===== config.mk =====
export PLATFORM = sky130hd
export DESIGN_NAME = mcdt_formatter
export DESIGN_NICKNAME = d
export VERILOG_FILES = /design/src/rtl/mcdt_fmt_pkg.sv /design/src/rtl/mcdt_fmt_fifo.sv /design/src/rtl/mcdt_formatter.sv
export SDC_FILE = /design/constraint.sdc
export NUM_CORES = 1
export LEC_CHECK = 0
export ABC_AREA = 0
export ABC_CLOCK_PERIOD_IN_PS = 13200
export BUFFER_PORTS_ARGS = -buffer_cell sky130_fd_sc_hd__buf_2
export CORE_MARGIN = 5
export CORE_UTILIZATION = 45
export DETAILED_ROUTE_END_ITERATION = 10
export HOLD_SLACK_MARGIN = 0.15
export PLACE_DENSITY_LB_ADDON = 0.1
export SYNTH_ARGS = -nofsm -noshare
export SYNTH_HDL_FRONTEND = slang
export SYNTH_SLANG_ARGS = --single-unit

===== constraint.sdc =====
create_clock -name clk -period 13.2 [get_ports clk]
set_input_delay 0 -clock clk [delete_from_list [all_inputs] [get_ports clk]]
set_output_delay 0 -clock clk [all_outputs]
set_load 0.01 [all_outputs]

===== src/rtl/mcdt_fmt_pkg.sv =====
// rtl/mcdt_fmt_pkg.sv - shared types, defaults and round-robin helpers for the mcdt formatter
package mcdt_fmt_pkg;
  localparam int NUM_CH         = 3;
  localparam int DEF_PKT_LEN    = 4;
  localparam int DEF_FIFO_DEPTH = 16;

  typedef enum logic [1:0] {
    ST_IDLE,
    ST_REQ,
    ST_SEND
  } fmt_state_e;

  function automatic logic [1:0] rr_inc(input logic [1:0] ch);
    return (ch == 2'd2) ? 2'd0 : ch + 2'd1;
  endfunction

  // First eligible channel scanning rr, rr+1, rr+2 (mod 3); only called with some bit of elig set.
  function automatic logic [1:0] rr_pick(input logic [2:0] elig, input logic [1:0] rr);
    logic [1:0] c1;
    logic [1:0] c2;
    c1 = rr_inc(rr);
    c2 = rr_inc(c1);
    if (elig[rr]) return rr;
    if (elig[c1]) return c1;
    return c2;
  endfunction
endpackage


===== src/rtl/mcdt_fmt_fifo.sv =====
// rtl/mcdt_fmt_fifo.sv - per-channel show-ahead word buffer with registered count
module mcdt_fmt_fifo #(
  parameter int DEPTH = 16,
  parameter int CW    = $clog2(DEPTH) + 1
) (
  input  logic          clk,
  input  logic          rstn,
  input  logic          push,
  input  logic [31:0]   wdata,
  input  logic          pop,
  output logic [31:0]   rdata,
  output logic [CW-1:0] count,
  output logic          full,
  output logic          empty
);
  localparam int AW = $clog2(DEPTH);

  logic [31:0]   mem [DEPTH];
  logic [AW-1:0] wptr;
  logic [AW-1:0] rptr;
  logic          do_push;
  logic          do_pop;

  assign full    = (count == CW'(DEPTH));
  assign empty   = (count == '0);
  // A push into a full buffer is dropped even when a pop frees a slot on the same edge.
  assign do_push = push && !full;
  assign do_pop  = pop && !empty;
  assign rdata   = mem[rptr];

  always_ff @(posedge clk) begin
    if (do_push) mem[wptr] <= wdata;
  end

  always_ff @(posedge clk or posedge rstn) begin
    if (rstn) begin
      wptr  <= '0;
      rptr  <= '0;
      count <= '0;
    end else begin
      if (do_push) wptr <= wptr + AW'(1);
      if (do_pop)  rptr <= rptr + AW'(1);
      case ({do_push, do_pop})
        2'b10:   count <= count + CW'(1);
        2'b01:   count <= count - CW'(1);
        default: ;
      endcase
    end
  end
endmodule


===== src/rtl/mcdt_formatter.sv =====
// rtl/mcdt_formatter.sv - buffers mcdt words per channel and emits fixed-length packets round-robin
module mcdt_formatter
  import mcdt_fmt_pkg::*;
#(
  parameter int PKT_LEN    = DEF_PKT_LEN,
  parameter int FIFO_DEPTH = DEF_FIFO_DEPTH
) (
  input  logic        clk,
  input  logic        rstn,
  input  logic [31:0] mcdt_data_i,
  input  logic        mcdt_val_i,
  input  logic [1:0]  mcdt_id_i,
  output logic        fmt_req_o,
  input  logic        fmt_grant_i,
  output logic [1:0]  fmt_chid_o,
  output logic [7:0]  fmt_length_o,
  output logic        fmt_valid_o,
  output logic [31:0] fmt_data_o,
  output logic        fmt_start_o,
  output logic        fmt_end_o,
  output logic [17:0] ch_margin_o,
  output logic [2:0]  ovf_o,
  output logic        bad_id_o
);
  localparam int            CW        = $clog2(FIFO_DEPTH) + 1;
  localparam logic [7:0]    LEN8      = 8'(PKT_LEN);
  localparam logic [7:0]    LAST_BEAT = 8'(PKT_LEN - 1);

  fmt_state_e        state;
  fmt_state_e        state_n;
  logic [1:0]        chid;
  logic [1:0]        chid_n;
  logic [1:0]        rr;
  logic [1:0]        rr_n;
  logic [7:0]        beat;
  logic [7:0]        beat_n;
  logic [2:0]        ovf;
  logic              bad_id;

  logic [CW-1:0]     cnt   [NUM_CH];
  logic [31:0]       rdata [NUM_CH];
  logic [NUM_CH-1:0] push;
  logic [NUM_CH-1:0] pop;
  logic [NUM_CH-1:0] full;
  logic [NUM_CH-1:0] empty;
  logic [NUM_CH-1:0] elig;
  logic [31:0]       sel_data;

  for (genvar k = 0; k < NUM_CH; k++) begin : g_ch
    assign push[k] = mcdt_val_i && (mcdt_id_i == 2'(k));
    assign elig[k] = (cnt[k] >= CW'(PKT_LEN));
    assign ch_margin_o[6*k +: 6] = 6'(FIFO_DEPTH) - 6'(cnt[k]);

    mcdt_fmt_fifo #(
      .DEPTH (FIFO_DEPTH),
      .CW    (CW)
    ) u_fifo (
      .clk   (clk),
      .rstn  (rstn),
      .push  (push[k]),
      .wdata (mcdt_data_i),
      .pop   (pop[k]),
      .rdata (rdata[k]),
      .count (cnt[k]),
      .full  (full[k]),
      .empty (empty[k])
    );
  end

  always_ff @(posedge clk or posedge rstn) begin
    if (rstn) begin
      state  <= ST_IDLE;
      chid   <= '0;
      rr     <= '0;
      beat   <= '0;
      ovf    <= '0;
      bad_id <= 1'b0;
    end else begin
      state  <= state_n;
      chid   <= chid_n;
      rr     <= rr_n;
      beat   <= beat_n;
      ovf    <= ovf | (push & full);
      bad_id <= bad_id | (mcdt_val_i && (mcdt_id_i == 2'd3));
    end
  end

  always_comb begin
    state_n      = state;
    chid_n       = chid;
    rr_n         = rr;
    beat_n       = beat;
    fmt_req_o    = 1'b0;
    fmt_valid_o  = 1'b0;
    fmt_start_o  = 1'b0;
    fmt_end_o    = 1'b0;
    fmt_length_o = '0;
    pop          = '0;
    case (state)
      ST_IDLE: begin
        if (|elig) begin
          state_n = ST_REQ;
          chid_n  = rr_pick(elig, rr);
        end
      end
      ST_REQ: begin
        fmt_req_o    = 1'b1;
        fmt_length_o = LEN8;
        if (fmt_grant_i) begin
          state_n = ST_SEND;
          rr_n    = rr_inc(chid);
          beat_n  = '0;
        end
      end
      ST_SEND: begin
        // The chosen buffer held at least PKT_LEN words at selection, so a beat never starves.
        fmt_valid_o  = 1'b1;
        fmt_length_o = LEN8;
        pop          = (3'b001 << chid) & ~empty;
        fmt_start_o  = (beat == 8'd0);
        fmt_end_o    = (beat == LAST_BEAT);
        if (beat == LAST_BEAT) state_n = ST_IDLE;
        else                   beat_n  = beat + 8'd1;
      end
      default: state_n = ST_IDLE;
    endcase
  end

  always_comb begin
    sel_data = rdata[0];
    case (chid)
      2'd1:    sel_data = rdata[1];
      2'd2:    sel_data = rdata[2];
      default: sel_data = rdata[0];
    endcase
  end

  assign fmt_data_o = fmt_valid_o ? sel_data : '0;
  assign fmt_chid_o = chid;
  assign ovf_o      = ovf;
  assign bad_id_o   = bad_id;
endmodule


==> results.md, run 1 <==
* R2r setup slk at 9.62 ns
* Multi-input gate area at roughly 0.015 mm²
* Cells after synthesis at ~3300
* Final setup fails at 0
* Peak supply drop at about 160 µV
* Die area at roughly 0.15 mm²
* I/O pins at between 100 and 150
* Post-synth EDFFs at around 1500
* Htree depth at 4
* Hold Fails Final Rpt at 0
* Skew final at between 0.02 and 0.03 ns
* Fin crit period at ~4.7 ns
* Mux share of post-synthesis cell area at roughly 15%
* PortBufs at 98
* Primary FF master, synth: edfxtp_1
* Final ANT Viol Nets at 0
* Initial Utilization at 45.12%
* Max Fanout on Critical Path at 61
* Yosys top cell area share at around 72%
* DIE WIDTH at 386.1 µm
* Max_slew headroom at a little under a quarter
* Initial drt markers at around 2700
* Final total power at around 0.014 W
* Final worst slack at roughly 8.5 ns
* Vias in the first global route at about 32000
* Die Height at just under 400 µm
* Setup WS pre-CTS at between 9 and 10 ns
* GP Congestion at between 0.7 and 0.8
* Final #Nets at ~3600
* Maximum clock path buffer count at 3
* Worst Path Required at between 10 and 15 ns
* Wirelength per Cell at 27.83 µm
* Worst-Skew Late Latency at around 0.79 ns
* CP Data Arrival Time at between 4 and 5 ns
* Layout cells sized above 1 at 20.13%
* Met2 routed WL at ~75 mm
* Commonest cells in the netlist: edfxtp_1, mux2i_1, mux4_2
* Worst Setup End Kind: output port
* Core Region at 0.1411 mm²
* Synth Area in Compound Gates at 4.541%
* Top-count cell post-synth: edfxtp_1
* Worst hold path class: in -> reg
* Register Area at roughly 0.048 mm²
* Max Slew Vio Count at 0
* Clk pin slew, worst setup/hold paths at approximately 0.06 ns
* Total gr overflow at 0
* Slew @ Worst Pin at 1.154 ns
* Post-Synth Adder-Cell Area at less than 1%
* Cell leakage power at 23.32 nW
* Largest family of logic cells by synthesized area: multiplexers
* Synth area leader: edfxtp_1
* Routed vias at between 30000 and 40000
* Num CTS Buffers at between 150 and 200
* Top sig layer: met5
* Register area share after synthesis at roughly three quarters
* Worst hold slack at around 0.22 ns
* Row count at approximately 140
* Crit start category: register
* Final Routed Wirelength at ~150 mm
* CTS Root Cell: clkbuf_16
* CTS tree: built
* Pin count of the biggest net entering global routing at around 130
* Filler cell count in the final layout at 11288
* Post-CTS setup buffer count at 0
* Top cells by area, synth: edfxtp_1, mux2i_1, mux4_2
* Layout area overhead at 12.77%
* Asr flop ratio synth at between 3 and 4%
* Vias per cell at 5.701
* Critical path class: reg -> out
* Post-synth cell types at slightly above 60
* Upper clock frequency limit at between 0.2 and 0.25 GHz
* Initial antenna violation count at 8
* Syn Area/Cell at 19.27 µm²
* Global-route wire length before repair at roughly 220 mm
* Clk sinks at roughly 1600
* Routed wire length on met3 at between 8 and 9 mm
* PwrDens at about 190 mW/mm²
* Post-DP HPWL at roughly 82 mm
* Gr usage total at between 20% and 30%
* Post-Syn Area at roughly 0.064 mm²
* Run status: complete, no violations
* MaxCap Viol Count at 0
* Post-synthesis simple-gate area fraction at under 10%
* Post-synthesis xor/xnor area fraction at 0.5642%
* Yosys warns at 0
* Post-synthesis register bit count at around 1600
* RSZ-0062 raised after global routing: false
* DRC Markers at 0
* TNS Setup at 0 ns
* First-pass iteration count of the detailed router at 5
* Period Utilization, post-route at between 30% and 40%
* DRT met1 WL at 66.48 mm
## final cells by class
| cell class | instances | area share, % |
|---|---|---|
| antenna | 4 | 0.01395 |
| clock buffer | 206 | 6.144 |
| clock inverter | 96 | 0.8717 |
| inverter | 43 | 0.2249 |
| multi-input combinational | 1472 | 21.01 |
| sequential | 1593 | 66.29 |
| tap | 1890 | 3.295 |
| timing repair buffer | 222 | 2.155 |
## layout by cell type, fill, tap and decap left out, drive strengths merged, types with 3 or more instances in the layout
master	count
dlygate4sd3	45
xnor2	30
ha	44
nand2b	5
nor3b	5
bufinv	5
conb	7
nor3	20
and3	3
or2	3
dfrtp	57
a21o	7
o21ai	18
xor2	11
nand2	161
mux2i	481
nand3b	3
a2bb2oi	3
nand4	5
a21oi	77
mux4	192
nand3	72
and2	12
nor2b	12
a221oi	32
nor4	9
o31ai	6
a22o	34
inv	48
clkinv	84
a41oi	32
a22oi	99
buf	177
clkbuf	206
edfxtp	1536
o211ai	32
nor2	37
mux2	10
diode	4
## cell families after synthesis
kind of cell,Yosys count
AOI/OAI and AO/OA,346
DFF,1593
xor gates and xnor gates,41
and+or+nand+nor,350
buffers and inverters,243
other,1
adders and majority gates,45
muxes,683
## report_power, final
group	switching, W	internal, W	total, W
Combinational	0.00207	0.00149	0.00356
Clock	0.00188	0.00246	0.00434
Sequential	0.000232	0.00574	0.00597
## path summary, 6_finish.rpt
check | from | to | depth (start not counted)
worst max-delay path | g_ch[0].u_fifo.rptr[1] | fmt_data_o[5] | 8
worst min-delay path | fmt_grant_i | state[0] | 5
worst max register to register | g_ch[0].u_fifo.count[0] | g_ch[0].u_fifo.count[4] | 13
worst min register to register | ovf_o[1] | ovf_o[1] | 1
max in group asynchronous | rstn | g_ch[0].u_fifo.rptr[1] | 5
min in group asynchronous | rstn | beat[5] | 5
## stage by stage
step	instances	utilization [%]	area, µm²
5_1_grt	5522	50.87	71760
3_3_place_gp	5175	46.98	66270
6_report	5526	50.88	71770
4_1_cts	5522	50.87	71760
2_1_floorplan	3308	-	63670
3_5_place_dp	5175	46.98	66270
## state kept, by name, indices dropped and copies added, names as in the netlist
name and cells:
g_ch.u_fifo.count 15, rr 2, state 2, bad_id_o 1
ovf_o 3, g_ch.u_fifo.rptr 12, fmt_chid_o 2, g_ch.u_fifo.mem 1536
g_ch.u_fifo.wptr 12, beat 8
## repair_timing
item | CTS | global route
hold endpoints to repair | 1630 | 0
gates resized for setup | 0 | 0
hold buffers | 45 | 0
setup endpoints to repair | 0 | 0
## worst max-delay path, cell delays in order (launching register included)
cell and delay [ns]:
dfrtp_4 0.58, buf_4 0.76, buf_4 0.73, mux4_2 0.35, mux2i_1 0.07, a22oi_1 0.64
nand2_1 0.15, a41oi_2 0.38, buf_2 0.21
## routing by layer
layer  track usage, %  vias up
met5                0        -
li1                 -    13728
met2            34.37      804
met3            3.872      198
met1            28.63    16770
met4            5.081        2
Note: power is estimated with default switching activity, not from simulation.
==> run 2: changes to the inputs <==
ABC_AREA = 1   (was 0)
ABC_CLOCK_PERIOD_IN_PS = 4300   (was 13200)
clock period = 4.3 ns   (was 13.2 ns; I/O delays follow)
==> run 2 against run 1 <==
  * Sequential share of layout area fell by 4.4 points
  * Critical path depth is 4 higher
  * Flip-flop and latch count stayed put
  * Clock skew decreased by 0.0077 ns
  * Sequential power grew to 3.0 times the previous value
  * First-iteration DRC count grew 40%
  * Cell area up 7.0%
  * Non-clock buffer count is 39 higher
  * Hold slack better by 0.037 ns
  * Wire length grew 21%
  * Core utilization increased by 0.30 points
  * Total power rose to 3.3 times the previous value
==> results.md, run 2 <==
* RR Endpoint: g_ch[1].u_fifo.mem[1][8]
* Pin count of the biggest net entering global routing at 163
* Sequential power share at roughly 39%
* Post-Syn Area at around 0.068 mm²
* Maximum clock path buffer count at 3
* Syn Area/Cell at 10.62 µm²
* Gr usage total at 23.45%
* Cells after synthesis at approximately 6400
* CP max stage delay at ~0.77 ns
* Critical path class: reg -> out
* Core Region at roughly 0.15 mm²
* Worst hold slack at roughly 0.26 ns
* Internal at around 0.03 W
* Cells along the critical path: buf_12 -> nor2_1 -> nor2_1 -> o21ai_0 -> nand3_1 -> nand2_1 -> nand2_1 -> nand3_1 -> nand3_1 -> nand2_1 -> inv_1 -> buf_2
* Final #Nets at approximately 6600
* Top-count cell post-synth: nand2_1
* Max Fanout on Critical Path at between 150 and 200
* Final ANT Viol Nets at 0
* Biggest registers after layout: g_ch.u_fifo.mem (1536), g_ch.u_fifo.count (15)
* Row count at 142
* Wirelength per Cell at 21.53 µm
* Hold Fails Final Rpt at 0
* Vias per cell at 5.183
* Cell depth of the worst hold path at 4
* Commonest non-fill, non-tap cell in the layout: nand2_1
* R2r setup slk at between 0.9 and 1 ns
* Post-DP HPWL at about 100 mm
* Cell Area, Placed at between 0.07 and 0.08 mm²
* GP Congestion at about 0.80
* Final instance area at 0.07683 mm²
* Most frequent cells in the layout: nand2_1, edfxtp_1, nand3_1
* Post-CTS setup buffer count at 0
* Routed vias at 44903
* Htree depth at 4
* Vias in the first global route at 43376
* CTS tree: built
* Worst r2r src: g_ch[1].u_fifo.count[0]
* CP max-delay cell: dfrtp_4
* Hold endpoint: ovf_o[0]
* Worst-Skew Late Latency at a little under 0.8 ns
* Total gr overflow at 0
* Final Routed Wirelength at 186.6 mm
* Clk pin slew, worst setup/hold paths at roughly 0.060 ns
* Global-route wire length before repair at between 200 and 300 mm
* Initial drt markers at approximately 3800
* Cts hold-fix bufs at 46
* Switching share of power at 35.95%
* Clk sinks at 1593
* Worst Path Required at 4.30 ns
* Register Area at 0.04758 mm²
* I/O pins at around 110
* Period Utilization, post-route at about nine tenths
* Peak supply drop at 523.3 µV
* CP top delay family: simple AND/OR/NAND/NOR gates
* Net Switching at between 0.015 and 0.02 W
* TNS Setup at 0 ns
* Power share of the clock group at 30.6%
* First-pass iteration count of the detailed router at 5
* Layout area overhead at 12.85%
* Commonest cells in the netlist: nand2_1, edfxtp_1, nand3_1
* Max Slew Vio Count at 0
* Multi-input gate area at roughly 0.017 mm²
* Yosys warns at 0
* Die area at approximately 0.16 mm²
* CP Buf/Inv Count at 3
* Max_slew headroom at approximately 21%
* Initial Utilization at a little under half
* DRC Markers at 0
* Worst Setup End Kind: output port
* Layout cells sized above 1 at approximately 7.7%
* Largest register FFs at about 1500
* Skew final at 0.01747 ns
* Post-synth EDFFs at 1536
* CP Data Arrival Time at 3.83 ns
* Fin crit period at approximately 3.8 ns
* Upper clock frequency limit at roughly 0.26 GHz
* Die Height at 399.0 µm
* Worst hold start: mcdt_val_i
* Asr flop ratio synth at about 3.6%
* Register-to-Register Path Depth at 9
* Num CTS Buffers at 172
* Top cells by area, synth: edfxtp_1, nand2_1, nand3_1
* Final setup fails at 0
* Yosys top cell area share at 67.75%
* CTS Root Cell: clkbuf_16
* Cell leakage power at 30.96 nW
* Worst hold path class: in -> reg
* Register area share after synthesis at a little over two thirds
* PortBufs at 98
* Filler cell count in the final layout at 13316
* Primary FF master, synth: edfxtp_1
* Comb power frac at between 30% and 40%
* Post-synthesis register bit count at 1593
* Initial antenna violation count at 16
* CTS resizes at 0
* MaxCap Viol Count at 0
* Run status: complete, no violations
* Synth area leader: edfxtp_1
* Post-synth cell types at 30
* Crit start category: register
* DIE WIDTH at 399.0 µm
* RSZ-0062 raised after global routing: false
* Reg with most FFs: g_ch.u_fifo.mem
* Slew @ Worst Pin at between 1 and 1.5 ns
* PwrDens at between 600 and 700 mW/mm²
[run 2: cell families (layout without fill, tap and decap cells)]
kind of cell               after synthesis  after routing  share of synthesized area (%)
and+or+nand+nor                       3630           3630                          21.92
DFF                                   1593           1593                          69.85
buffers and inverters                  984           1209                          5.970
AOI/OAI and AO/OA                      122            122                         0.9392
adders and majority gates               45             45                         0.8381
xor gates and xnor gates                37             37                         0.4760
other                                    1             12                       0.005509
[run 2: worst min-delay path: stages]
cell and delay [ns]:
dlygate4sd3_1 0.53, buf_2 0.13, nand3_1 0.23, o21bai_1 0.11
[run 2: per-layer routing]
metal	routed length [µm]	vias to the layer above	global-route usage, %
li1	-	21416	-
met1	84850	21987	34.13
met2	85270	1243	36.75
met3	12270	243	4.096
met4	4101	14	6.058
met5	83	-	0
[run 2: how the worst max path moves through the flow]
stage	start	to	slack [ns]	cells after the start
after floorplan	g_ch[0].u_fifo.count[0]	g_ch[0].u_fifo.mem[11][0]	0.15	8
after global placement	g_ch[1].u_fifo.count[0]	g_ch[1].u_fifo.mem[1][3]	1.01	9
after detailed placement	g_ch[1].u_fifo.count[0]	g_ch[1].u_fifo.mem[1][11]	0.96	9
after CTS	g_ch[0].u_fifo.rptr[0]	fmt_data_o[23]	0.48	11
after global routing	g_ch[2].u_fifo.rptr[0]	fmt_data_o[22]	0.30	13
final	g_ch[2].u_fifo.rptr[0]	fmt_data_o[26]	0.47	12
[run 2: power by group through the flow]
stage | clock network [W] | logic [W] | registers [W]
after floorplan | 0 | 0.00953 | 0.0182
after global placement | 0 | 0.0140 | 0.0185
after global routing | 0.0152 | 0.0157 | 0.0182
after detailed placement | 0 | 0.0141 | 0.0185
final | 0.0142 | 0.0140 | 0.0181
after CTS | 0.0145 | 0.0142 | 0.0181
[run 2: layout make-up]
| class | count | share of cell area (%) |
|---|---|---|
| Clock buffer | 226 | 6.127 |
| Antenna cell | 5 | 0.01629 |
| Inverter | 632 | 3.124 |
| Tap cell | 2016 | 3.283 |
| Timing Repair Buffer | 261 | 2.739 |
| Sequential cell | 1593 | 61.93 |
| Clock inverter | 90 | 0.8648 |
| Multi-Input combinational cell | 3841 | 21.92 |
[run 2: stage by stage]
stage                     total power [W]  setup WS [ns]  util [%]  cells
after detailed placement          0.03256         0.9593     47.28   8297
after global routing              0.04908         0.2987     51.17   8659
after CTS                         0.04684         0.4795     51.17   8659
final                             0.04637         0.4718     51.17   8664
after global placement            0.03250          1.012     47.28   8297
after floorplan                   0.02769         0.1537         -   6418
